**src/rtl/pool_sched_pkg.sv**
```systemverilog
// Shared types and sizing helpers for the pooling sequencer.
package pool_sched_pkg;

    typedef enum logic [2:0] {IDLE, CH_RST, FEED, DRAIN, NEXT, FIN} state_t;

    localparam int M_DEF = 4;
    localparam int P_DEF = 2;

    function automatic int pix_per_ch(input int m);
        return m * m;
    endfunction

    function automatic int out_per_ch(input int m, input int p);
        return (m / p) * (m / p);
    endfunction

    localparam int PIX_PER_CH = pix_per_ch(M_DEF);
    localparam int OUT_PER_CH = out_per_ch(M_DEF, P_DEF);

endpackage

```
**src/rtl/pool_addr_gen.sv**
```systemverilog
// Channel/pixel/output counters and base accumulators; forms RAM addresses.
module pool_addr_gen
    import pool_sched_pkg::*;
#(
    parameter int M      = M_DEF,
    parameter int P      = P_DEF,
    parameter int ADDR_W = 12,
    parameter int CH_W   = 5
) (
    input  logic              clk,
    input  logic              master_rst,
    input  logic              load,
    input  logic [ADDR_W-1:0] in_base,
    input  logic [ADDR_W-1:0] out_base,
    input  logic [CH_W-1:0]   num_ch,
    input  logic              ch_clr,
    input  logic              pix_inc,
    input  logic              out_inc,
    input  logic              ch_next,
    output logic [ADDR_W-1:0] rd_addr,
    output logic [ADDR_W-1:0] wr_addr,
    output logic              pix_last,
    output logic              out_full,
    output logic              ch_last
);
    localparam int PIX_N = pix_per_ch(M);
    localparam int OUT_N = out_per_ch(M, P);
    localparam int PIX_W = $clog2(PIX_N + 1);
    localparam int OUT_W = $clog2(OUT_N + 1);

    logic [CH_W-1:0]   ch, num_ch_q;
    logic [ADDR_W-1:0] ch_in_base, ch_out_base;
    logic [PIX_W-1:0]  pix_cnt;
    logic [OUT_W-1:0]  out_cnt;

    assign rd_addr  = ch_in_base + ADDR_W'(pix_cnt);
    assign wr_addr  = ch_out_base + ADDR_W'(out_cnt);
    assign pix_last = pix_cnt == PIX_W'(PIX_N - 1);
    assign out_full = out_cnt == OUT_W'(OUT_N);
    assign ch_last  = ({1'b0, ch} + 1'b1) == {1'b0, num_ch_q};

    // Bases advance by constant strides, so no multiplier is needed per channel.
    always_ff @(posedge clk) begin
        if (master_rst) begin
            ch          <= '0;
            num_ch_q    <= '0;
            ch_in_base  <= '0;
            ch_out_base <= '0;
            pix_cnt     <= '0;
            out_cnt     <= '0;
        end else begin
            if (load) begin
                ch          <= '0;
                num_ch_q    <= num_ch;
                ch_in_base  <= in_base;
                ch_out_base <= out_base;
            end else if (ch_next) begin
                ch          <= ch + 1'b1;
                ch_in_base  <= ch_in_base + ADDR_W'(PIX_N);
                ch_out_base <= ch_out_base + ADDR_W'(OUT_N);
            end
            if (ch_clr) begin
                pix_cnt <= '0;
                out_cnt <= '0;
            end else begin
                if (pix_inc) pix_cnt <= pix_cnt + 1'b1;
                if (out_inc) out_cnt <= out_cnt + 1'b1;
            end
        end
    end

endmodule

```
**src/rtl/pool_sched.sv**
```systemverilog
// Per-channel sequencer: reset pooler, stream M*M pixels, drain, write results.
module pool_sched
    import pool_sched_pkg::*;
#(
    parameter int M         = M_DEF,
    parameter int P         = P_DEF,
    parameter int DATA_W    = 32,
    parameter int ADDR_W    = 12,
    parameter int CH_W      = 5,
    parameter int DRAIN_MAX = 64
) (
    input  logic              clk,
    input  logic              master_rst,
    input  logic              start,
    input  logic [CH_W-1:0]   num_ch,
    input  logic [ADDR_W-1:0] in_base,
    input  logic [ADDR_W-1:0] out_base,
    output logic              busy,
    output logic              done,
    output logic              err,
    output logic              rd_en,
    output logic [ADDR_W-1:0] rd_addr,
    input  logic [DATA_W-1:0] rd_data,
    output logic              pool_rst,
    output logic              pool_ce,
    output logic [DATA_W-1:0] pool_data_in,
    input  logic [DATA_W-1:0] pool_data_out,
    input  logic              pool_valid,
    input  logic              pool_end,
    output logic              wr_en,
    output logic [ADDR_W-1:0] wr_addr,
    output logic [DATA_W-1:0] wr_data
);
    localparam int DR_W = $clog2(DRAIN_MAX + 1);

    state_t            state;
    logic              rd_en_d;
    logic [DR_W-1:0]   drain_cnt;
    logic [ADDR_W-1:0] wr_addr_nxt;
    logic              pix_last, out_full, ch_last, wr_ok;
    logic              unused_pool_end;

    assign unused_pool_end = pool_end;

    assign rd_en        = state == FEED;
    assign pool_rst     = master_rst | (state == CH_RST);
    assign pool_ce      = rd_en_d | (state == DRAIN);
    assign pool_data_in = rd_en_d ? rd_data : '0;
    // Results past the per-channel quota are surplus and never written.
    assign wr_ok        = pool_valid && (state == FEED || state == DRAIN) && !out_full;

    pool_addr_gen #(.M(M), .P(P), .ADDR_W(ADDR_W), .CH_W(CH_W)) u_addr (
        .clk       (clk),
        .master_rst(master_rst),
        .load      (state == IDLE && start),
        .in_base   (in_base),
        .out_base  (out_base),
        .num_ch    (num_ch),
        .ch_clr    (state == CH_RST),
        .pix_inc   (state == FEED),
        .out_inc   (wr_ok),
        .ch_next   (state == NEXT),
        .rd_addr   (rd_addr),
        .wr_addr   (wr_addr_nxt),
        .pix_last  (pix_last),
        .out_full  (out_full),
        .ch_last   (ch_last)
    );

    always_ff @(posedge clk) begin
        if (master_rst) begin
            state     <= IDLE;
            busy      <= 1'b0;
            done      <= 1'b0;
            err       <= 1'b0;
            rd_en_d   <= 1'b0;
            drain_cnt <= '0;
            wr_en     <= 1'b0;
            wr_addr   <= '0;
            wr_data   <= '0;
        end else begin
            rd_en_d <= rd_en;
            wr_en   <= wr_ok;
            if (wr_ok) begin
                wr_addr <= wr_addr_nxt;
                wr_data <= pool_data_out;
            end
            done <= 1'b0;
            case (state)
                IDLE: if (start) begin
                    busy  <= 1'b1;
                    err   <= 1'b0;
                    state <= (num_ch == '0) ? FIN : CH_RST;
                end
                CH_RST: begin
                    drain_cnt <= '0;
                    state     <= FEED;
                end
                FEED: if (pix_last) state <= DRAIN;
                DRAIN: begin
                    drain_cnt <= drain_cnt + 1'b1;
                    if (out_full) begin
                        state <= NEXT;
                    end else if (drain_cnt == DR_W'(DRAIN_MAX - 1)) begin
                        // Pooler stalled: flag and abandon the remaining channels.
                        err   <= 1'b1;
                        state <= FIN;
                    end
                end
                NEXT: state <= ch_last ? FIN : CH_RST;
                FIN: begin
                    done  <= 1'b1;
                    busy  <= 1'b0;
                    state <= IDLE;
                end
                default: state <= IDLE;
            endcase
        end
    end

endmodule
```
**config.mk**
```make
export PLATFORM = sky130hd
export DESIGN_NAME = pool_sched
export DESIGN_NICKNAME = d
export VERILOG_FILES = /design/src/rtl/pool_sched_pkg.sv /design/src/rtl/pool_addr_gen.sv /design/src/rtl/pool_sched.sv
export SDC_FILE = /design/constraint.sdc
export NUM_CORES = 1
export LEC_CHECK = 0
export ABC_AREA = 1
export CORE_ASPECT_RATIO = 1.1
export CORE_MARGIN = 4
export CORE_UTILIZATION = 35
export CTS_CLUSTER_DIAMETER = 120
export DETAILED_ROUTE_END_ITERATION = 16
export MAX_ROUTING_LAYER = met4
export PLACE_DENSITY = 0.7
export SYNTH_ARGS = -nofsm -noshare
export SYNTH_HDL_FRONTEND = slang
export SYNTH_SLANG_ARGS = --single-unit
```
**constraint.sdc**
```tcl
create_clock -name clk -period 3.4 [get_ports clk]
set_input_delay 0.68 -clock clk [delete_from_list [all_inputs] [get_ports clk]]
set_output_delay 0.68 -clock clk [all_outputs]
set_load 0.01 [all_outputs]
```
# Word-level counts from Yosys, hierarchy flattened

Index checks and enable logic that the tools add are counted.

Bits in registers: 101
Input bits: 98
Word-level logic and storage cells: 76

Add/sub/neg operators: 9
Equality and inequality tests: 14
Mux-type cells: 20
Bitwise gates (word level): 2
Reductions and logical operators: 16

Operators by type and width:

| cell                                                                  | count |
|---|---|
| 12-bit 2-to-1 mux                                                     | 4 |
| 32-bit 2-to-1 mux                                                     | 1 |
| 3-bit 2-to-1 mux                                                      | 6 |
| 3-bit one-hot mux with 5 select lines                                 | 1 |
| 7-bit one-hot mux with 2 select lines                                 | 1 |
| 12-bit by 3-bit adder with 12-bit output                              | 1 |
| 12-bit by 3-bit adder with 12-bit output, second input constant       | 1 |
| 12-bit by 5-bit adder with 12-bit output                              | 1 |
| 12-bit by 5-bit adder with 12-bit output, second input constant       | 1 |
| 5-bit by 1-bit adder with 5-bit output, second input constant         | 2 |
| 3-bit equality test, second input constant                            | 3 |
| 2-bit nonzero test                                                    | 4 |
| 7-bit by 1-bit adder with 7-bit output, second input constant         | 1 |
| 7-bit by 6-bit equality test with 1-bit output, second input constant | 1 |
| 5-bit by 1-bit adder with 6-bit output, second input constant         | 1 |
| 3-bit by 2-bit equality test with 1-bit output, second input constant | 2 |
| 6-bit by 5-bit equality test with 1-bit output                        | 1 |
| 5-bit by 4-bit equality test with 1-bit output, second input constant | 1 |
| 5-bit logical NOT                                                     | 1 |
| 1-bit 2-to-1 mux                                                      | 5 |
| 2-bit by 1-bit != test with 1-bit output, second input constant       | 2 |
| 2-bit != test, second input constant                                  | 2 |
| 1-bit one-hot mux with 2 select lines                                 | 2 |
| 4-bit AND reduction                                                   | 1 |
| 11 further kinds                                                      | 15 |

# Logic depth before layout (Yosys ltp)

Gate-level depths: netlist of run 1.

Word-level depth: 4
Gate-level depth with buffers: 11

# Hierarchy

From an unflattened synthesis of run 1, not the netlist that was laid out.

Cell total of the unflattened synthesis: 766
Area total of the unflattened synthesis: 5,206.2 µm²

By module, submodules not included:

| module        | times used | cells an instance | area an instance (µm²) |
|---|---|---|---|
| pool_addr_gen | 1          | 401               | 2,717.6 |
| pool_sched    | 1          | 365               | 2,488.6 |

# Worst setup path before layout of run 1

No wires, ideal clock.

Path type: register -> output
From: reg u_addr.pix_cnt[0]
To: out rd_addr[10]
Data arrival time: 1.529 ns
Path slack: 1.191 ns
Stages on the path, launching flop included: 8
Buffers on the path: 0
Cell sequence: dfxtp_1 ha_1 fa_1 nand3_1 nand3_1 nand4_1 a21oi_1 xor2_1

Longest elaborated chain between the ends: 1

Ends and longest elaborated chain:

| what                                     | line                | RTL |
|---|---|---|
| start, declared                          | pool_addr_gen.sv:33 | `logic [PIX_W-1:0] pix_cnt;` |
| start signal, assigned                   | pool_addr_gen.sv:66 | `if (pix_inc) pix_cnt <= pix_cnt + 1'b1;` |
| 12-bit by 5-bit adder with 12-bit output | pool_addr_gen.sv:36 | `assign rd_addr = ch_in_base + ADDR_W'(pix_cnt);` |
| end, declared                            | pool_sched.sv:22    | `output logic [ADDR_W-1:0] rd_addr,` |

No other way between the ends.

# Final worst setup path of run 1

Ends and elaborated chain as after synthesis.

==> results.md, run 1 <==
• **status** finished, final reports clean
• **Skew-Pair Late Insertion Delay** 0.35 ns
• **combinational family with the most area after synthesis** simple AND/OR/NAND/NOR gates
• **synthesis-to-layout area growth** 44.8%
• **kind of end point of the critical path** output pin
• **WS Path Type** flip-flop to output pin
• **sum of buffers and inverters on the critical path** 1
• **adder-cell area share of the yosys netlist** 4.58%
• **number of placement rows** 46
• **Mapped Avg Cell Area** 6.88 µm²
• **worst clock skew** 0.00674 ns
• **Max IR drop VDD** 0.303 mV
• **fraction of final layout cells sized beyond drive strength 1** 4.68%
• **remaining global-route overflow** 0
• **startpoint kind of the worst setup timing path** flip-flop
• **top cells by area, synth** dfxtp_1, nand2_1, nor2_1
• **number of endpoints failing setup at the final stage** 0
• **die height** 136 µm
• **Crit path max-delay family** adder cells
• **sum of negative setup slack** 0 ns
• **critical path's most frequent cell** nand3_1
• **number of global-route vias before repair** 4839
• **fin nets** 1051
• **post-placement worst setup slack** 0.554 ns
• **worst max-slew margin expressed relative to the limit** 58.7%
• **total number of clock tree sinks** 101
• **share of the cycle needed by the critical path after routing** 93.5%
• **number of buffers created by CTS** 9
• **Distinct cells, synth** 40
• **min Tclk post-route** 3.18 ns
• **dominant register cell in the synthesized netlist** dfxtp_1
• **static leakage** 3.25 nW
• **Die Area** 17000 µm²
• **yosys warns** 0
• **register bit count reported by yosys** 101
• **area share of and/or/nand/nor cells after synthesis** 27.3%
• **max-slew violations** 0
• **number of H-tree levels** 3
• **final worst-path setup slack** 0.222 ns
• **commonest cells after routing, fill and taps aside** clkdlybuf4s50_1, nand2_1, nor2_1
• **total via count in the routed design** 5312
• **TritonCTS clock tree** done
• **Iter 0 DRT Violations** 160
• **cell count after synthesis** 762
• **EDFF count, synth** 0
• **final hold violation count** 0
• **clock input transition at the sequential cells of the worst setup and hold paths** 0.07 ns
• **final cell count without fillers** 1132
• **post-detailed-placement half-perimeter wirelength** 10500 µm
• **most common cell after layout, fill and taps aside** clkdlybuf4s50_1
• **RSZ-0062 raised after global routing** no
• **Initial Utilization** 36.0%
• **Diodes inserted** 0
• **maximum number of pins on one net before global-route repair** 63
• **routed wirelength normalized by instance count** 12.8 µm
• **Highest Clock Rate** 0.315 GHz
• **top cell type by total area after synthesis** dfxtp_1
• **fraction of the yosys area taken by sequential cells** 38.6%
• **cell count after placement** 1116
• **maximum clock path buffer count** 2
• **power per standard cell area** 603 nW/µm²
• **slowest library cell on the worst path** clkdlybuf4s50_1
• **worst hold path class** flip-flop to flip-flop
• **Yosys top cell area share** 38.6%
• **parity-gate share of the synthesized area counting xor and xnor cells** 3.84%
• **ANT nets after route** 0
• **DIE WIDTH** 125 µm
• **input/output buffers** 191
• **mean number of vias per cell** 4.69
• **initial antenna violation count** 0
• **fraction of synthesized area in multiplexers** 0%
• **required time at the worst-slack endpoint** 2.72 ns
• **transition time at the pin with the least slew margin** 0.618 ns
• **list of cells traversed by the critical path** ha_1 > fa_1 > nand3_1 > nand3_1 > nand4_1 > a21oi_1 > xor2_1 > clkdlybuf4s50_1
• **Async SR Flop Fraction** 0%
• **number of top-level pins** 193
• **GRT Overall Usage** 17.3%
• **post-synthesis instance area** 5240 µm²
• **total DRC errors in the routed layout** 0
• **highest fanout seen on the critical path** 4
• **max-capacitance violation count** 0
• **placer congestion estimate** 0.843
• **total routed wirelength** 14500 µm
• **number of detailed-route iterations in the first pass** 4
• **delay of the slowest cell on the worst path** 0.56 ns
• **clock tree root driver cell** clkbuf_16
• **core footprint** 14600 µm²
• **global-route wire length before repair** 23600 µm
• **complex-gate fraction of the synthesized area** 14.8%
• **data arrival time at the worst-slack endpoint** 2.50 ns
• **Synthesized Nets** 878
## path summary, 6_finish.rpt
check / startpoint / endpoint / slack [ns] / depth (start not counted)
setup / recovery: u_addr.pix_cnt[0] / rd_addr[10] / 0.22 / 8
hold / removal: drain_cnt[6] / drain_cnt[6] / 0.46 / 2
setup reg to reg: state[0] / u_addr.ch_out_base[11] / 1.34 / 9
hold reg to reg: drain_cnt[6] / drain_cnt[6] / 0.46 / 2
## state kept, by name, indices dropped and copies added (netlist names)
| register | cells |
|---|---|
| busy | 1 |
| done | 1 |
| drain_cnt | 7 |
| err | 1 |
| rd_en_d | 1 |
| state | 3 |
| u_addr.ch | 5 |
| u_addr.ch_in_base | 12 |
| u_addr.ch_out_base | 12 |
| u_addr.num_ch_q | 5 |
| u_addr.out_cnt | 3 |
| u_addr.pix_cnt | 5 |
| wr_addr | 12 |
| wr_data | 32 |
| wr_en | 1 |
## worst register-to-register path: cells and delay by family (launching register included)
family                 cells  cell delay, ns
AND/OR/NAND/NOR            4            0.88
AO/OA/AOI/OAI              2            0.17
flip-flops                 1            0.39
buffers and inverters      3            0.49
## report_power, final
part	total (W)	switching (W)	internal, W	leakage [nW]
Sequential	0.00163	0.000199	0.00143	0.825
Combinational	0.00178	0.000940	0.000836	2.26
Clock	0.00117	0.000454	0.000717	0.169
Total	0.00458	0.00159	0.00299	3.25
## metal layers
metal	share of wire, %	global-route usage, %
met1	44	21.1
met2	48	28.5
met3	5.1	3.26
met4	2.5	6.94
met5	0	-
## Yosys cell counts (3+ instances only)
cell / number
xor2_1: 14
dfxtp_1: 101
a31oi_1: 3
nand4_1: 7
buf_2: 8
o21ai_0: 77
a21oi_1: 44
inv_2: 5
buf_6: 5
nand3_1: 38
clkbuf_1: 17
xnor2_1: 9
nor2_1: 112
inv_1: 95
o211ai_1: 12
or2_2: 5
nand2_1: 156
nor3_1: 9
ha_1: 16
## cell families after synthesis
group,Yosys count
flip-flops,101
AND/OR/NAND/NOR,340
AO/OA/AOI/OAI,144
adder cells (fa/ha/maj),18
buffers and inverters,136
XOR/XNOR,23
## per-stage QoR
step,power [W],hold WS [ns],util (%),area [µm²]
after global routing,0.00490,0.486,52.1,7590
after CTS,0.00464,0.463,52.1,7590
after global placement,0.00343,0.451,49.8,7250
final,0.00458,0.462,52.1,7590
after detailed placement,0.00345,0.453,49.8,7250
after floorplan,0.00269,0.439,-,5240
## area by class of cell
| type | instances | area [µm²] |
|---|---|---|
| sequential | 101 | 2020 |
| multi-input combinational | 525 | 2650 |
| clock buffer | 9 | 225 |
| tap | 192 | 240 |
| inverter | 102 | 385 |
| fill | 1426 | 6970 |
| timing repair buffer | 196 | 1950 |
| clock inverter | 7 | 114 |
## repair_timing
action	4_1_cts	5_1_grt
gates resized for setup	0	2
setup endpoints to repair	0	2
hold buffers	0	0
setup buffers	0	0
Note: power is estimated with default switching activity, not from simulation.
==> inputs of run 2 (changes only) <==
--- a/config.mk
+++ b/config.mk
@@ -6,6 +6,7 @@
 export NUM_CORES = 1
 export LEC_CHECK = 0
 export ABC_AREA = 1
+export CAP_MARGIN = 15
 export CORE_ASPECT_RATIO = 1.1
 export CORE_MARGIN = 4
 export CORE_UTILIZATION = 35
==> results of run 2 <==
No change in the layout: final DEF, timing and power equal those of run 1.
==> inputs of run 3 (changes only) <==
--- a/config.mk
+++ b/config.mk
@@ -9,11 +9,12 @@
 export CAP_MARGIN = 15
 export CORE_ASPECT_RATIO = 1.1
 export CORE_MARGIN = 4
-export CORE_UTILIZATION = 35
+export CORE_UTILIZATION = 42
+export CTS_BUF_LIST = sky130_fd_sc_hd__clkbuf_4
 export CTS_CLUSTER_DIAMETER = 120
 export DETAILED_ROUTE_END_ITERATION = 16
 export MAX_ROUTING_LAYER = met4
-export PLACE_DENSITY = 0.7
+export PLACE_DENSITY = 0.84
 export SYNTH_ARGS = -nofsm -noshare
 export SYNTH_HDL_FRONTEND = slang
 export SYNTH_SLANG_ARGS = --single-unit
==> constraint.sdc (replaced) <==
create_clock -name clk -period 2.7 [get_ports clk]
set_input_delay 0.54 -clock clk [delete_from_list [all_inputs] [get_ports clk]]
set_output_delay 0.54 -clock clk [all_outputs]
set_load 0.01 [all_outputs]
==> results.md, run 3 (synthesis gave the netlist of run 1 again) <==
• **total DRC errors in the routed layout** 0, unchanged
• **post-placement worst setup slack** 0.0767 ns, was 0.554 ns
• **number of H-tree levels** 3, unchanged
• **number of global-route vias before repair** 5005, was 4839
• **critical path's most frequent cell** nand3_2, was nand3_1
• **initial antenna violation count** 1, was 0
• **Skew-Pair Late Insertion Delay** 0.48 ns, was 0.35 ns
• **delay of the slowest cell on the worst path** 0.41 ns, was 0.56 ns
• **list of cells traversed by the critical path** ha_4 > fa_2 > nand3_2 > nand3_2 > nand4_1 > nand2_1 > xor2_1 > buf_2, was ha_1 > fa_1 > nand3_1 > nand3_1 > nand4_1 > a21oi_1 > xor2_1 > clkdlybuf4s50_1
• **Initial Utilization** 43.2%, was 36.0%
• **kind of end point of the critical path** output pin, unchanged
• **highest fanout seen on the critical path** 3, was 4
• **maximum clock path buffer count** 2, unchanged
• **total number of clock tree sinks** 101, unchanged
• **final worst-path setup slack** 0.0577 ns, was 0.222 ns
• **worst hold path class** flip-flop to flip-flop, unchanged
• **area post-placement** 7250 µm², about the same
• **Crit path max-delay family** adder cells, unchanged
• **Max IR drop VDD** 0.381 mV, was 0.303 mV
• **Highest Clock Rate** 0.378 GHz
• **startpoint kind of the worst setup timing path** flip-flop, unchanged
• **RSZ-0062 raised after global routing** yes, was no
• **post-layout instance area** 7520 µm², was 7590 µm²
• **die height** 125 µm, was 136 µm
• **TritonCTS clock tree** done, unchanged
• **number of top-level pins** 193, unchanged
• **commonest cells after routing, fill and taps aside** clkdlybuf4s50_1, nand2_1, nor2_1, unchanged
• **number of placement rows** 42, was 46
• **required time at the worst-slack endpoint** 2.16 ns, was 2.72 ns
• **total routed wirelength** 14900 µm, was 14500 µm
• **sum of buffers and inverters on the critical path** 1, unchanged
• **placer congestion estimate** 0.864, was 0.843
• **mean number of vias per cell** 4.93, was 4.69
• **data arrival time at the worst-slack endpoint** 2.10 ns, was 2.50 ns
• **max-slew violations** 0, unchanged
• **power per standard cell area** 693 nW/µm², was 603 nW/µm²
• **Die Area** 14300 µm², was 17000 µm²
• **number of detailed-route iterations in the first pass** 5, was 4
• **maximum number of pins on one net before global-route repair** 63, unchanged
• **transition time at the pin with the least slew margin** 0.596 ns, was 0.618 ns
• **remaining global-route overflow** 0, unchanged
• **share of the cycle needed by the critical path after routing** 97.9%
• **worst clock skew** 0.0240 ns, was 0.00674 ns
• **global-route wire length before repair** 23800 µm, was 23600 µm
• **total via count in the routed design** 5467, was 5312
• **status** finished, final reports clean, unchanged
• **core footprint** 12100 µm², was 14600 µm²
• **final hold violation count** 0, unchanged
• **fin nets** 1064, was 1051
• **max-capacitance violation count** 0, unchanged
• **min Tclk post-route** 2.64 ns
• **input/output buffers** 191, unchanged
• **clock tree root driver cell** clkbuf_4, was clkbuf_16
• **post-detailed-placement half-perimeter wirelength** 10700 µm, was 10500 µm
• **number of inserted filler cells in the final layout** 1063, was 1426
• **number of buffers created by CTS** 9, unchanged
• **slowest library cell on the worst path** fa_2, was clkdlybuf4s50_1
• **static leakage** 3.27 nW, was 3.25 nW
• **number of endpoints failing setup at the final stage** 0, unchanged
• **register with the most flip-flops** wr_data, unchanged
• **routed wirelength normalized by instance count** 13.4 µm, was 12.8 µm
• **GRT Overall Usage** 20.8%, was 17.3%
• **most common cell after layout, fill and taps aside** clkdlybuf4s50_1, unchanged
• **worst max-slew margin expressed relative to the limit** 60.2%, was 58.7%
• **ANT nets after route** 0, unchanged
• **synthesis-to-layout area growth** 43.4%, was 44.8%
• **clock input transition at the sequential cells of the worst setup and hold paths** 0.16 ns, was 0.07 ns
• **WS Path Type** flip-flop to output pin, unchanged
• **Iter 0 DRT Violations** 297, was 160
• **flip-flop count of the largest register, all copies and words added** 32, unchanged
• **fraction of final layout cells sized beyond drive strength 1** 8.50%, was 4.68%
• **DIE WIDTH** 115 µm, was 125 µm
==> run 3: worst register-to-register path: stages (launching register included) <==
cell      delay [ns]
dfxtp_1         0.42
ha_1            0.24
fa_1            0.22
nand2_1         0.06
a21boi_1        0.26
nand2_1         0.15
o21ai_0         0.17
nand2_1         0.06
o21ai_1         0.13
inv_1           0.05
==> run 3: final timing paths <==
path	start	to	slack (ns)	cells after the start
hold reg to reg	drain_cnt[6]	drain_cnt[6]	0.47	2
setup reg to reg	u_addr.out_cnt[0]	wr_addr[10]	0.85	9
setup / recovery	u_addr.ch_in_base[0]	rd_addr[8]	0.06	8
hold / removal	drain_cnt[6]	drain_cnt[6]	0.47	2
==> run 3: layer usage <==
metal	share of wire (%)	GRT usage, %	up-vias	wire (µm)
met4	2.1	7.27	0	314
met1	41	24.1	2459	6170
li1	-	-	2796	-
met5	0	-	-	0
met3	6.4	4.49	26	951
met2	50	35.3	186	7450
==> run 3: stage by stage <==
step,TNS [ns],util [%],total power (W),hold WS [ns],instances
CTS,0,61.0,0.00520,0.473,1102
global route,-0.561,61.9,0.00561,0.499,1108
detailed placement,0,59.7,0.00438,0.454,1085
finish,0,61.9,0.00521,0.470,1108
floorplan,0,-,0.00339,0.439,762
global placement,0,59.7,0.00433,0.450,1085
==> run 3: cell type report <==
cell class | count | area, µm² | area share (%)
multi-input cells | 525 | 2740 | 36.4
flip-flops and latches | 101 | 2040 | 27.1
repair buffers | 209 | 2020 | 26.9
inverters | 102 | 385 | 5.13
well taps | 154 | 193 | 2.56
clock buffers | 10 | 75.1 | 0.999
clock inverters | 6 | 61.3 | 0.816
diodes | 1 | 2.50 | 0.0333
==> run 3: repair_timing <==
action,in CTS,in global routing
setup buffers,1,5
hold buffers,0,0
endpoints found under the setup margin,10,22
cloned,0,0
resized for setup,32,22
pin swaps,1,9
==> run 3: where the power goes <==
group          internal (W)  leakage, nW  switching (W)  total [W]
clock network      0.000290       0.0681       0.000522   0.000812
registers           0.00181        0.828       0.000257    0.00206
logic               0.00110         2.37        0.00123    0.00233
